`config.mk`:
```
export PLATFORM = sky130hd
export DESIGN_NAME = frame_phase_mux
export DESIGN_NICKNAME = d
export VERILOG_FILES = /design/src/rtl/frame_phase_mux.sv
export SDC_FILE = /design/constraint.sdc
export NUM_CORES = 1
export LEC_CHECK = 0
export BUFFER_PORTS_ARGS = -buffer_cell sky130_fd_sc_hd__buf_2
export CAP_MARGIN = 0
export CORE_ASPECT_RATIO = 0.5
export CORE_MARGIN = 3
export CORE_UTILIZATION = 59
export CTS_BUF_LIST = sky130_fd_sc_hd__clkbuf_8
export CTS_CLUSTER_SIZE = 14
export DETAILED_ROUTE_END_ITERATION = 12
export HOLD_SLACK_MARGIN = 0.05
export PLACE_DENSITY = 0.93
export SYNTH_ARGS = -nofsm -noshare
export SYNTH_HDL_FRONTEND = slang
export SYNTH_SLANG_ARGS = --single-unit
```
`constraint.sdc`:
```
create_clock -name clock4x -period 3.7 [get_ports clock4x]
set_clock_uncertainty 0.2 [all_clocks]
set_input_delay 0.37 -clock clock4x [delete_from_list [all_inputs] [get_ports clock4x]]
set_output_delay 0.37 -clock clock4x [all_outputs]
set_load 0.02 [all_outputs]
```
`src/rtl/frame_phase_mux.sv`:
```
// frame_phase_mux: slices a 40 MHz frame into four quarter-width
// 160 MHz beats aligned to strobe4x, with lock and error tracking.
module frame_phase_mux #(
  parameter int MXIN        = 192,
  parameter int LOCK_COUNT  = 8,
  parameter int ERRCNT_BITS = 8
) (
  input  logic                   clock4x,
  input  logic                   reset,
  input  logic                   strobe4x,
  input  logic [MXIN-1:0]        data_in,
  output logic [MXIN/4-1:0]      data_out,
  output logic [1:0]             phase,
  output logic                   valid,
  output logic                   locked,
  output logic [ERRCNT_BITS-1:0] err_cnt
);

  localparam int Q = MXIN / 4;
  localparam logic [7:0] GOOD_LAST = 8'(LOCK_COUNT - 1);
  localparam logic [ERRCNT_BITS-1:0] ERR_MAX = '1;

  typedef enum logic [1:0] {
    ST_UNLOCKED = 2'd0,
    ST_LOCKING  = 2'd1,
    ST_LOCKED   = 2'd2
  } state_t;

  state_t                 state_q, state_d;
  logic [MXIN-1:0]        hold_q, hold_d;
  logic [Q-1:0]           data_q, data_d;
  logic [1:0]             ph_q, ph_d;
  logic [7:0]             good_q, good_d;
  logic                   fok_q, fok_d;
  logic                   locked_q, locked_d;
  logic [ERRCNT_BITS-1:0] err_q, err_d;

  logic       good_ev;
  logic       early_ev;
  logic       miss_ev;
  logic       err_inc;
  logic [1:0] ph_nxt;

  // classify this edge's strobe against the phase before the edge
  always_comb begin
    good_ev  = strobe4x & (ph_q == 2'd3);
    early_ev = strobe4x & (ph_q != 2'd3);
    miss_ev  = ~strobe4x & (ph_q == 2'd3);
  end

  // capture on strobe, otherwise step through the held frame
  always_comb begin
    hold_d = hold_q;
    ph_nxt = ph_q + 2'd1;
    ph_d   = ph_nxt;
    data_d = data_q;
    if (strobe4x) begin
      hold_d = data_in;
      ph_d   = 2'd0;
      data_d = data_in[Q-1:0];
    end else begin
      case (ph_nxt)
        2'd0:    data_d = hold_q[Q-1:0];
        2'd1:    data_d = hold_q[2*Q-1:Q];
        2'd2:    data_d = hold_q[3*Q-1:2*Q];
        default: data_d = hold_q[4*Q-1:3*Q];
      endcase
    end
  end

  // lock state machine: next state and good-strobe run length
  always_comb begin
    state_d = state_q;
    good_d  = good_q;
    err_inc = 1'b0;
    case (state_q)
      ST_UNLOCKED: begin
        if (strobe4x) begin
          state_d = ST_LOCKING;
          good_d  = 8'd0;
        end
      end
      ST_LOCKING: begin
        if (good_ev) begin
          if (good_q == GOOD_LAST) begin
            state_d = ST_LOCKED;
          end else begin
            good_d = good_q + 8'd1;
          end
        end else if (early_ev) begin
          good_d = 8'd0;
        end else if (miss_ev) begin
          state_d = ST_UNLOCKED;
        end
      end
      ST_LOCKED: begin
        if (early_ev || miss_ev) begin
          state_d = ST_UNLOCKED;
          err_inc = 1'b1;
        end
      end
      default: begin
        state_d = ST_UNLOCKED;
      end
    endcase
  end

  // frame-valid flag, lock flag and saturating error count
  always_comb begin
    fok_d    = fok_q;
    locked_d = (state_d == ST_LOCKED);
    err_d    = err_q;
    if (strobe4x) begin
      fok_d = (state_d == ST_LOCKED);
    end else if (miss_ev) begin
      fok_d = 1'b0;
    end
    if (err_inc && (err_q != ERR_MAX)) begin
      err_d = err_q + 1'b1;
    end
  end

  // state registers; reset wins over a coincident strobe
  always_ff @(posedge clock4x) begin
    if (reset) begin
      state_q  <= ST_UNLOCKED;
      hold_q   <= '0;
      data_q   <= '0;
      ph_q     <= 2'd0;
      good_q   <= 8'd0;
      fok_q    <= 1'b0;
      locked_q <= 1'b0;
      err_q    <= '0;
    end else begin
      state_q  <= state_d;
      hold_q   <= hold_d;
      data_q   <= data_d;
      ph_q     <= ph_d;
      good_q   <= good_d;
      fok_q    <= fok_d;
      locked_q <= locked_d;
      err_q    <= err_d;
    end
  end

  assign data_out = data_q;
  assign phase    = ph_q;
  assign valid    = fok_q;
  assign locked   = locked_q;
  assign err_cnt  = err_q;

endmodule

```
==> results of run 1 <==
==> cells by family (layout without fill, tap and decap cells) <==
family	after synthesis	after routing
buf+inv	96	527
simple gates	344	344
fa+ha+maj	11	11
flops	262	262
compound gates	213	213
mux	146	146
xor+xnor	9	9
other cells	0	2
==> power groups by stage <==
stage	Sequential, W	Combinational (W)	Clock, W
6_report	0.00308	0.000888	0.00254
5_1_grt	0.00309	0.000941	0.00268
4_1_cts	0.00306	0.000816	0.00249
3_5_place_dp	0.00312	0.000654	0
3_3_place_gp	0.00311	0.000627	0
2_1_floorplan	0.00314	0.000390	0
==> registers in the layout, summed over array words and instances, names as in the netlist <==
| name | count |
|---|---|
| phase | 2 |
| err_cnt | 8 |
| hold_q | 192 |
| locked | 1 |
| valid | 1 |
| data_out | 48 |
| good_q | 8 |
| state_q | 2 |
==> worst max-delay path by stage <==
| stage | from | to |
|---|---|---|
| 2_1_floorplan | strobe4x | err_cnt[5]$_SDFFE_PP0P_ |
| 3_3_place_gp | phase[0]$_SDFF_PP0_ | data_out[24]$_SDFF_PP0_ |
| 3_5_place_dp | phase[0]$_SDFF_PP0_ | data_out[15]$_SDFF_PP0_ |
| 4_1_cts | phase[0]$_SDFF_PP0_ | data_out[5]$_SDFF_PP0_ |
| 5_1_grt | phase[0]$_SDFF_PP0_ | data_out[19]$_SDFF_PP0_ |
| 6_report | phase[0]$_SDFF_PP0_ | data_out[19]$_SDFF_PP0_ |
==> synthesized netlist by cell type (3+ instances only) <==
cell      instances  area [sq um]
dfxtp_1         262          5250
nor2_1          160           601
nand2_1         154           578
mux2i_1         146          1460
a21oi_1          98           490
clkbuf_1         51           191
o211ai_1         50           375
a222oi_1         48           480
buf_2            26           130
ha_1             11           138
buf_1            10          37.5
inv_1             7          26.3
o21ai_0           6          30.0
nand2b_1          5          31.3
nand3_1           5          25.0
xor2_1            5          43.8
xnor2_1           4          35.0
a211oi_1          3          22.5
nor3_1            3          15.0
or3_1             3          18.8
==> metrics by stage <==
stage,cell area [sq um],instances,power (W)
4_1_cts,14200,1739,0.00637
3_5_place_dp,11500,1480,0.00378
3_3_place_gp,11500,1480,0.00374
6_report,14300,1741,0.00651
5_1_grt,14300,1741,0.00670
2_1_floorplan,10200,1081,0.00353
==> cell type report <==
type                    count  area (sq um)  share of cell area [%]
flip-flops and latches    262          5250                    36.8
multi-input cells         723          4570                    32.1
repair buffers            451          3280                    23.0
clock buffers              51           702                    4.92
well taps                 227           284                    1.99
clock inverters            16           126                   0.887
inverters                   9          33.8                   0.237
diodes                      2          5.00                  0.0351
==> layer usage <==
layer	up-vias	global-route usage [%]	wire length [microns]
met5	-	0	0
met4	0	24.2	2570
met1	4968	41.8	13000
met3	244	8.67	3240
met2	843	66.2	18000
li1	4624	-	-
==> worst min-delay path: stages <==
cell and delay (ns):
buf_8 0.18, nand2_1 0.12, a21oi_1 0.06
==> flow_metrics.tcl, run 1 <==
set metrics [dict create \
    power_frac_comb_pct 13.6 \
    drv_cap 0 \
    p_leak_nw 6.59 \
    synthAdderAreaFrac_pct 1.35 \
    vias 10700 \
    synth_nets 1287 \
    whs_ns 0.0819 \
    cts_hold_buf 192 \
    reg2reg_depth 5 \
    clock-root-buffer "clkbuf_8" \
    clkSinkCount 262 \
    setup_tns_ns 0 \
    hold_viol_final 0 \
    ys_dominant_reg_cell "dfxtp_1" \
    io_pins 255 \
    start_util_pct 61.3 \
    io_buffer_count 254 \
    critPathArrivalTime_ns 2.94 \
    dr.pass1.iters 8 \
    switching_share_pct 26.7 \
    routedWlPerCell_microns 21.2 \
    path_cells "ha_2 -> a222oi_1 -> nand2_1 -> o211ai_1 -> a21oi_1" \
    yosys.area_share.simple_pct 13.7 \
    ant_nets 0 \
    avgViaCountPerCell 6.13 \
    maxClockFrequency_ghz 0.368 \
    cellPowerDensity_nw_per_um2 457 \
    synth-seq-area-share_pct 51.4 \
    rsz0062_at_grt "no" \
    fp.dieW_microns 192 \
    mostFrequentLayoutCell "dfxtp_1" \
    grt_pass1_wl_microns 57100 \
    holdPathEnd "hold_q[39]$_SDFFE_PP0P_" \
    hold_path.class "input port to register" \
    cts_buffers 37 \
    area_delta_synth_final_pct 39.7 \
    fin_crit_sh_pct 73.5 \
    finalSetupViolations 0 \
    clock_path_buffers 3 \
    nets 1690 \
    intPower_w 0.00477 \
    routed_wl_microns 36800 \
    end_kind "register" \
    reg2reg_from "phase[0]$_SDFF_PP0_" \
    synth_area_sq_um 10200 \
    utilization_pct 85.7 \
    insertion_delay_ns 0.53 \
    post_cts_buffers 0 \
    startpoint_type "register" \
    cts_tree "yes" \
    gp_congestion 0.835 \
    synth_xor_xnor_area_share_pct 0.772 \
    place_hpwl_microns 16900 \
    min_path_cells 3 \
    drive_gt1_share_pct 21.8 \
    slew_headroom_pct 11.0 \
    dieHeight_microns 99.0 \
    cts_resized 0 \
    grt_max_degree 164 \
    peakVddDrop_mv 0.304 \
    synth.avg_cell_area_sq_um 9.44 \
    sequentialPowerShare_pct 47.3 \
    yosysWarnings 0 \
    mostFrequentLayoutCells "dfxtp_1, buf_2, dlygate4sd3_1" \
    clkPwrFrac_pct 39.1 \
    critPathMaxFanout 48 \
    p_sw_w 0.00174 \
    syn_inst 1081 \
    status "finished clean" \
    drc_errors 0 \
    worst_slack_ns 0.980 \
    critPathSlowestCell "ha_2" \
    reg2reg_setup_slack_ns 0.98 \
    cpPeakStageDelay_ns 1.04 \
    track_usage_pct 37.9 \
    postSynth.asyncResetShare_pct 0 \
    synth_cell_type_count 39 \
    min_period_ns 2.72 \
    core-area_sq_um 16600 \
    htreeDepth 2 \
    worst-path-stages 5 \
    first_iter_violations 1127 \
    antenna_found_initial 2 \
    rows 33 \
    criticalPathCategory "register to register" \
    path_delay_family "adder cells" \
    synth_top_family_by_area "compound AO/OA/AOI/OAI gates" \
    synth_mux_area_share_pct 14.3 \
    slew_viol_final 0 \
    dpl_worst_slack_ns 1.27 \
    ys_ff_latch 262 \
    rr_endpoint "data_out[19]$_SDFF_PP0_" \
    fillers 780 \
    tightest_slew_ns 1.34 \
    required_ns 3.92 \
    grt_pass1_vias 10900 \
    synth_compound_area_share_pct 14.6 \
    grt_overflow_total 0 \
    path_buf_inv 0 \
    dieArea_sq_um 19000 \
    synth_edf_count 0 \
    clk_pin_slew_ns 0.07 \
    worstHoldStart "strobe4x" \
]
(Power assumes the default switching activity.)
==> inputs of run 2 (changes only) <==
ABC_AREA = 1   (was default)
CORE_UTILIZATION = 50   (was 59)
PLACE_DENSITY = 0.84   (was 0.93)
clock period = 2.2 ns   (was 3.7 ns; I/O delays follow)
==> run 2 against run 1 <==
  * Core utilization decreased by 13 points
  * Critical path depth increased by 1
  * Synthesized area increased by 2.9%
  * Via count up 11%
  * Count of clock-buffer cells in the layout is 7 lower
  * Hold slack improved by 0.18 ns
  * Sequential power grew 67%
  * Synthesized cell count grew 28%
  * Global-route usage is 4.2 points lower
  * Cell area grew 2.7%
  * Sequential share of layout area decreased by 0.96 points
  * Critical path type is now input port to register
  * Critical endpoint is now hold_q[21]$_SDFFE_PP0P_
  * Largest cell class unchanged
  * Highest routed layer is now met5
==> flow_metrics.tcl, run 2 <==
set metrics [dict create \
    p_leak_nw 6.44 \
    sequentialPowerShare_pct 49.7 \
    clkPwrFrac_pct 35.8 \
    clock_path_buffers 3 \
    met3_length_microns 3890 \
    synth.avg_cell_area_sq_um 7.59 \
    mostFrequentLayoutCell "nand2_1" \
    vias 11900 \
    synth_area_sq_um 10500 \
    critPathMaxFanout 29 \
    core-area_sq_um 20000 \
    slew_viol_final 0 \
    p_sw_w 0.00286 \
    dieHeight_microns 108 \
    critPathArrivalTime_ns 2.39 \
    first_iter_violations 1691 \
    routed_wl_microns 39500 \
    synth-seq-area-share_pct 50.0 \
    track_usage_pct 33.7 \
    nets 2005 \
    status "finished clean" \
    rr_endpoint "data_out[29]$_SDFF_PP0_" \
    reg2reg_depth 6 \
    synthAdderAreaFrac_pct 1.31 \
    utilization_pct 73.0 \
    grt_pass1_wl_microns 60900 \
    switching_share_pct 27.7 \
    largest_reg_flops 192 \
    dp_cells 1825 \
    synthTopCellsByCount "nand2_1, dfxtp_1, a21oi_1, nand3_1, o21ai_0" \
    postSynth.asyncResetShare_pct 0 \
    dr_wl_met2_microns 18300 \
    synth_top_cell_area_share_pct 50.0 \
    met1Wirelength_microns 14100 \
    crit_start "reset" \
    finalSetupViolations 0 \
    synth_top_family_by_area "simple AND/OR/NAND/NOR gates" \
    end_kind "register" \
    yosysWarnings 0 \
    fin_cells 2095 \
    tightest_slew_ns 0.767 \
    io_pins 255 \
    grt_overflow_total 0 \
    setup_tns_ns 0 \
    cts_buffers 36 \
    synth_edf_count 0 \
    synth_nets 1589 \
    slew_headroom_pct 48.8 \
    yosysTopAreaCell "dfxtp_1" \
    antenna_found_initial 7 \
    place_hpwl_microns 19600 \
    intPower_w 0.00747 \
    area_delta_synth_final_pct 39.4 \
    top_register "hold_q" \
    avgViaCountPerCell 5.68 \
    reg2reg_setup_slack_ns 0.15 \
    holdPathEnd "hold_q[157]$_SDFFE_PP0P_" \
    syn_inst 1383 \
    grt_max_degree 161 \
    dieArea_sq_um 22900 \
    fin_crit_sh_pct 95.7 \
    clk_pin_slew_ns 0.07 \
    grt_pass1_vias 11800 \
    ys_ff_latch 262 \
    hold_viol_final 0 \
    synth_mux_area_share_pct 0 \
    clock-root-buffer "clkbuf_8" \
    htreeDepth 2 \
    hold_path.class "register to register" \
    yosys.area_share.simple_pct 22.8 \
    reg2reg_from "phase[0]$_SDFF_PP0_" \
    min_period_ns 2.10 \
    cts_tree "yes" \
    rows 36 \
    worstHoldStart "hold_q[157]$_SDFFE_PP0P_" \
    clkSinkCount 262 \
    drive_gt1_share_pct 20.1 \
    routed.top_layer "met5" \
    mostFrequentLayoutCells "nand2_1, dfxtp_1, buf_2" \
    required_ns 2.48 \
    synth_cell_type_count 34 \
    ys_dominant_reg_cell "dfxtp_1" \
    whs_ns 0.258 \
    maxClockFrequency_ghz 0.475 \
    drc_errors 0 \
    startpoint_type "input port" \
    peakVddDrop_mv 0.572 \
    start_util_pct 52.4 \
    post-synth-top-count-cell "nand2_1" \
    criticalPathCategory "input port to register" \
    synth_xor_xnor_area_share_pct 0.417 \
    gp_congestion 0.859 \
    drv_cap 0 \
    dr.pass1.iters 8 \
    synth_area_leaders "dfxtp_1, nand2_1, a21oi_1" \
    io_buffer_count 254 \
    insertion_delay_ns 0.53 \
    cellPowerDensity_nw_per_um2 706 \
    power_frac_comb_pct 14.5 \
    fp.dieW_microns 211 \
    rsz0062_at_grt "no" \
    synth_compound_area_share_pct 18.3 \
    min_path_cells 2 \
    routedWlPerCell_microns 18.9 \
    ant_nets 0 \
]
-- run 2: worst max path at each step --
stage          cells past startpoint                      end
2_1_floorplan                     10   good_q[1]$_SDFFE_PP0P_
3_3_place_gp                       9  err_cnt[2]$_SDFFE_PP0P_
3_5_place_dp                       9  err_cnt[0]$_SDFFE_PP0P_
5_1_grt                            9  err_cnt[5]$_SDFFE_PP0P_
4_1_cts                            6  hold_q[21]$_SDFFE_PP0P_
6_report                           6  hold_q[21]$_SDFFE_PP0P_
-- run 2: area by class of cell --
cell class | instances | area [sq um]
Antenna cell | 9 | 22.5
Clock buffer | 44 | 606
Clock inverter | 15 | 67.6
Fill cell | 1404 | 5410
Inverter | 71 | 277
Multi-Input combinational cell | 949 | 4520
Sequential cell | 262 | 5250
Tap cell | 266 | 333
Timing Repair Buffer | 479 | 3570
-- run 2: critical path, stage by stage --
cell and delay [ns]:
dlygate4sd3_1 0.55, buf_4 0.16, inv_4 0.31, nand2_4 0.32, o21ai_0 0.23, dlygate4sd3_1 0.56
-- run 2: cells by family after synthesis --
| logic type | after synthesis |
|---|---|
| fa+ha+maj | 11 |
| compound gates | 362 |
| buf+inv | 172 |
| flops | 262 |
| simple gates | 571 |
| xor+xnor | 5 |
-- run 2: timing repair --
item                                    in CTS  in global routing
gates resized for setup                      0                  3
endpoints found under the setup margin       0                  1
endpoints found under the hold margin      240                  0
hold buffers                               202                  0
buffers inserted                             0                  0
-- run 2: per-stage QoR --
step           instance area, sq um  total power, W  setup WS, ns
6_report                      14600          0.0103        0.0957
5_1_grt                       14600          0.0107        0.0429
4_1_cts                       14600          0.0102         0.191
3_5_place_dp                  11900         0.00634         0.302
3_3_place_gp                  11900         0.00632         0.380
2_1_floorplan                 10500         0.00589         0.318
-- run 2: per-layer routing --
metal  track usage, %  vias to the layer above
met5                0                        -
met4             25.3                        2
met3             9.59                      266
met2             55.4                      851
met1             37.7                     5374
li1                 -                     5404
-- run 2: power by group through the flow --
stage          Sequential, W  Clock [W]  Combinational (W)
4_1_cts              0.00512    0.00366            0.00140
3_5_place_dp         0.00523          0            0.00112
6_report             0.00514    0.00369            0.00150
5_1_grt              0.00516    0.00391            0.00161
3_3_place_gp         0.00522          0            0.00110
2_1_floorplan        0.00528          0           0.000611
==> inputs of run 3 (changes only) <==
ABC_AREA = 0   (was 1)
PLACE_DENSITY = 0.85   (was 0.84)
SLEW_MARGIN = 20   (was default)
==> run 3 against run 2 <==
  * Sequential power about the same
  * Setup slack worse by 0.046 ns
  * Core utilization up 1.0 points
  * Critical path type is now register to register
  * Highest routed layer unchanged
==> flow_metrics.tcl, run 3 (synthesis gave the netlist of run 1 again) <==
set metrics [dict create \
    reg2reg_depth 6 \
    clock_path_buffers 3 \
    grt_overflow_total 0 \
    clkSinkCount 262 \
    fin_cells 1816 \
    dieHeight_microns 107 \
    tightest_slew_ns 1.10 \
    p_leak_nw 6.77 \
    fin_crit_sh_pct 97.8 \
    avgViaCountPerCell 5.76 \
    mostFrequentLayoutCells "dfxtp_1, buf_2, dlygate4sd3_1" \
    ant_nets 0 \
    grt_pass1_vias 11200 \
    routed_wl_microns 36000 \
    status "finished clean" \
    top_register "hold_q" \
    clock-root-buffer "clkbuf_8" \
    finalSetupViolations 0 \
    slew_headroom_pct 26.7 \
    first_iter_violations 1091 \
    cpPeakStageDelay_ns 0.49 \
    slew_viol_final 0 \
    dp_cells 1531 \
    met3_usage_pct 7.63 \
    fp.dieW_microns 208 \
    core-area_sq_um 19700 \
    clk_pin_slew_ns 0.07 \
    routedWlPerCell_microns 19.8 \
    cts_buffers 37 \
    mostFrequentLayoutCell "dfxtp_1" \
    hold_path.class "input port to register" \
    largest_reg_flops 192 \
    dr.pass1.iters 9 \
    maxClockFrequency_ghz 0.465 \
    antenna_found_initial 7 \
    vias 10500 \
    critPathMaxFanout 16 \
    grt_use_met2_pct 56.8 \
    grt_pass1_wl_microns 55800 \
    drc_errors 0 \
    cellPowerDensity_nw_per_um2 709 \
    required_ns 2.44 \
    met1_usage_pct 30.1 \
    min_path_cells 4 \
    whs_ns 0.144 \
    track_usage_pct 31.0 \
    peakVddDrop_mv 0.575 \
    nets 1729 \
    critPathSlowestCell "ha_2" \
    grt_max_degree 166 \
    min_period_ns 2.15 \
    drv_cap 0 \
    io_buffer_count 254 \
    cts_tree "yes" \
    place_hpwl_microns 17800 \
    gp_congestion 0.783 \
    startpoint_type "register" \
    insertion_delay_ns 0.52 \
    drive_gt1_share_pct 21.7 \
    critPathArrivalTime_ns 2.39 \
    hold_viol_final 0 \
    area_delta_synth_final_pct 43.2 \
    end_kind "register" \
    path_cells "ha_2 -> buf_4 -> a222oi_1 -> nand2_1 -> o211ai_1 -> a21oi_1" \
    rows 36 \
    dieArea_sq_um 22300 \
    htreeDepth 2 \
    post_cts_buffers 0 \
    start_util_pct 51.7 \
    io_pins 255 \
    grt-busiest-layer "met2" \
    criticalPathCategory "register to register" \
]
==> run 3: cell types whose count changed in the layout (fill, tap and decap cells not counted), sizes merged, moves of 5 or more <==
cell | before | now
nand3 | 109 | 5
nand4 | 7 | 1
o21ai | 101 | 7
a222oi | 0 | 48
mux2i | 0 | 146
nor2 | 19 | 160
buf | 277 | 271
o211ai | 1 | 50
nand2 | 433 | 154
a21oi | 210 | 98
inv | 81 | 19
o22ai | 48 | 1
dlygate4sd3 | 202 | 219
nand2b | 0 | 5
==> run 3: report_power, final <==
part | internal (W) | switching [W] | total [W] | leakage (nW)
registers | 0.00501 | 0.000154 | 0.00517 | 2.16
logic | 0.000761 | 0.000793 | 0.00155 | 4.22
clock network | 0.00180 | 0.00183 | 0.00364 | 0.391
==> run 3: worst paths after layout <==
| path | from | end | slack, ns |
|---|---|---|---|
| worst max-delay path | phase[1]$_SDFF_PP0_ | data_out[34]$_SDFF_PP0_ | 0.05 |
| worst min-delay path | strobe4x | hold_q[40]$_SDFFE_PP0P_ | 0.14 |
| worst max register to register | phase[1]$_SDFF_PP0_ | data_out[34]$_SDFF_PP0_ | 0.05 |
| worst min register to register | hold_q[44]$_SDFFE_PP0P_ | hold_q[44]$_SDFFE_PP0P_ | 0.27 |
==> run 3: critical path, delay by kind of cell, from the launching register on <==
family | cells | cell delay [ns]
AO/OA/AOI/OAI | 3 | 0.52
AND/OR/NAND/NOR | 1 | 0.12
buffers and inverters | 1 | 0.35
flip-flops | 1 | 0.37
adder cells (fa/ha/maj) | 1 | 0.49
==> run 3: routing by layer <==
layer | part of all wire, % | up-vias
met5 | 0.036 | -
met4 | 8.1 | 2
met3 | 7.1 | 252
met2 | 50 | 644
met1 | 34 | 4866
li1 | - | 4698
==> run 3: repair_timing <==
item / CTS / global route
gates resized for setup: 0 / 5
setup endpoints to repair: 0 / 16
hold endpoints to repair: 253 / 0
hold buffers: 219 / 0
==> run 3: cell type report <==
class | instances | area (sq um)
antenna | 6 | 15.0
clock buffer | 44 | 606
clock inverter | 16 | 68.8
fill | 1237 | 5120
inverter | 9 | 35.0
multi-input combinational | 723 | 4590
sequential | 262 | 5250
tap | 266 | 333
timing repair buffer | 490 | 3720
==> run 3: metrics by stage <==
step	utilization (%)	setup TNS [ns]	power, W	cell area, sq um	setup WS, ns
floorplan	-	0	0.00594	10200	0.0522
global placement	59.4	0	0.00633	11700	0.0883
detailed placement	59.4	0	0.00638	11700	0.0156
CTS	73.9	0	0.0102	14600	0.00412
global route	74.1	-0.00426	0.0107	14600	-0.00426
finish	74.1	0	0.0104	14600	0.0493
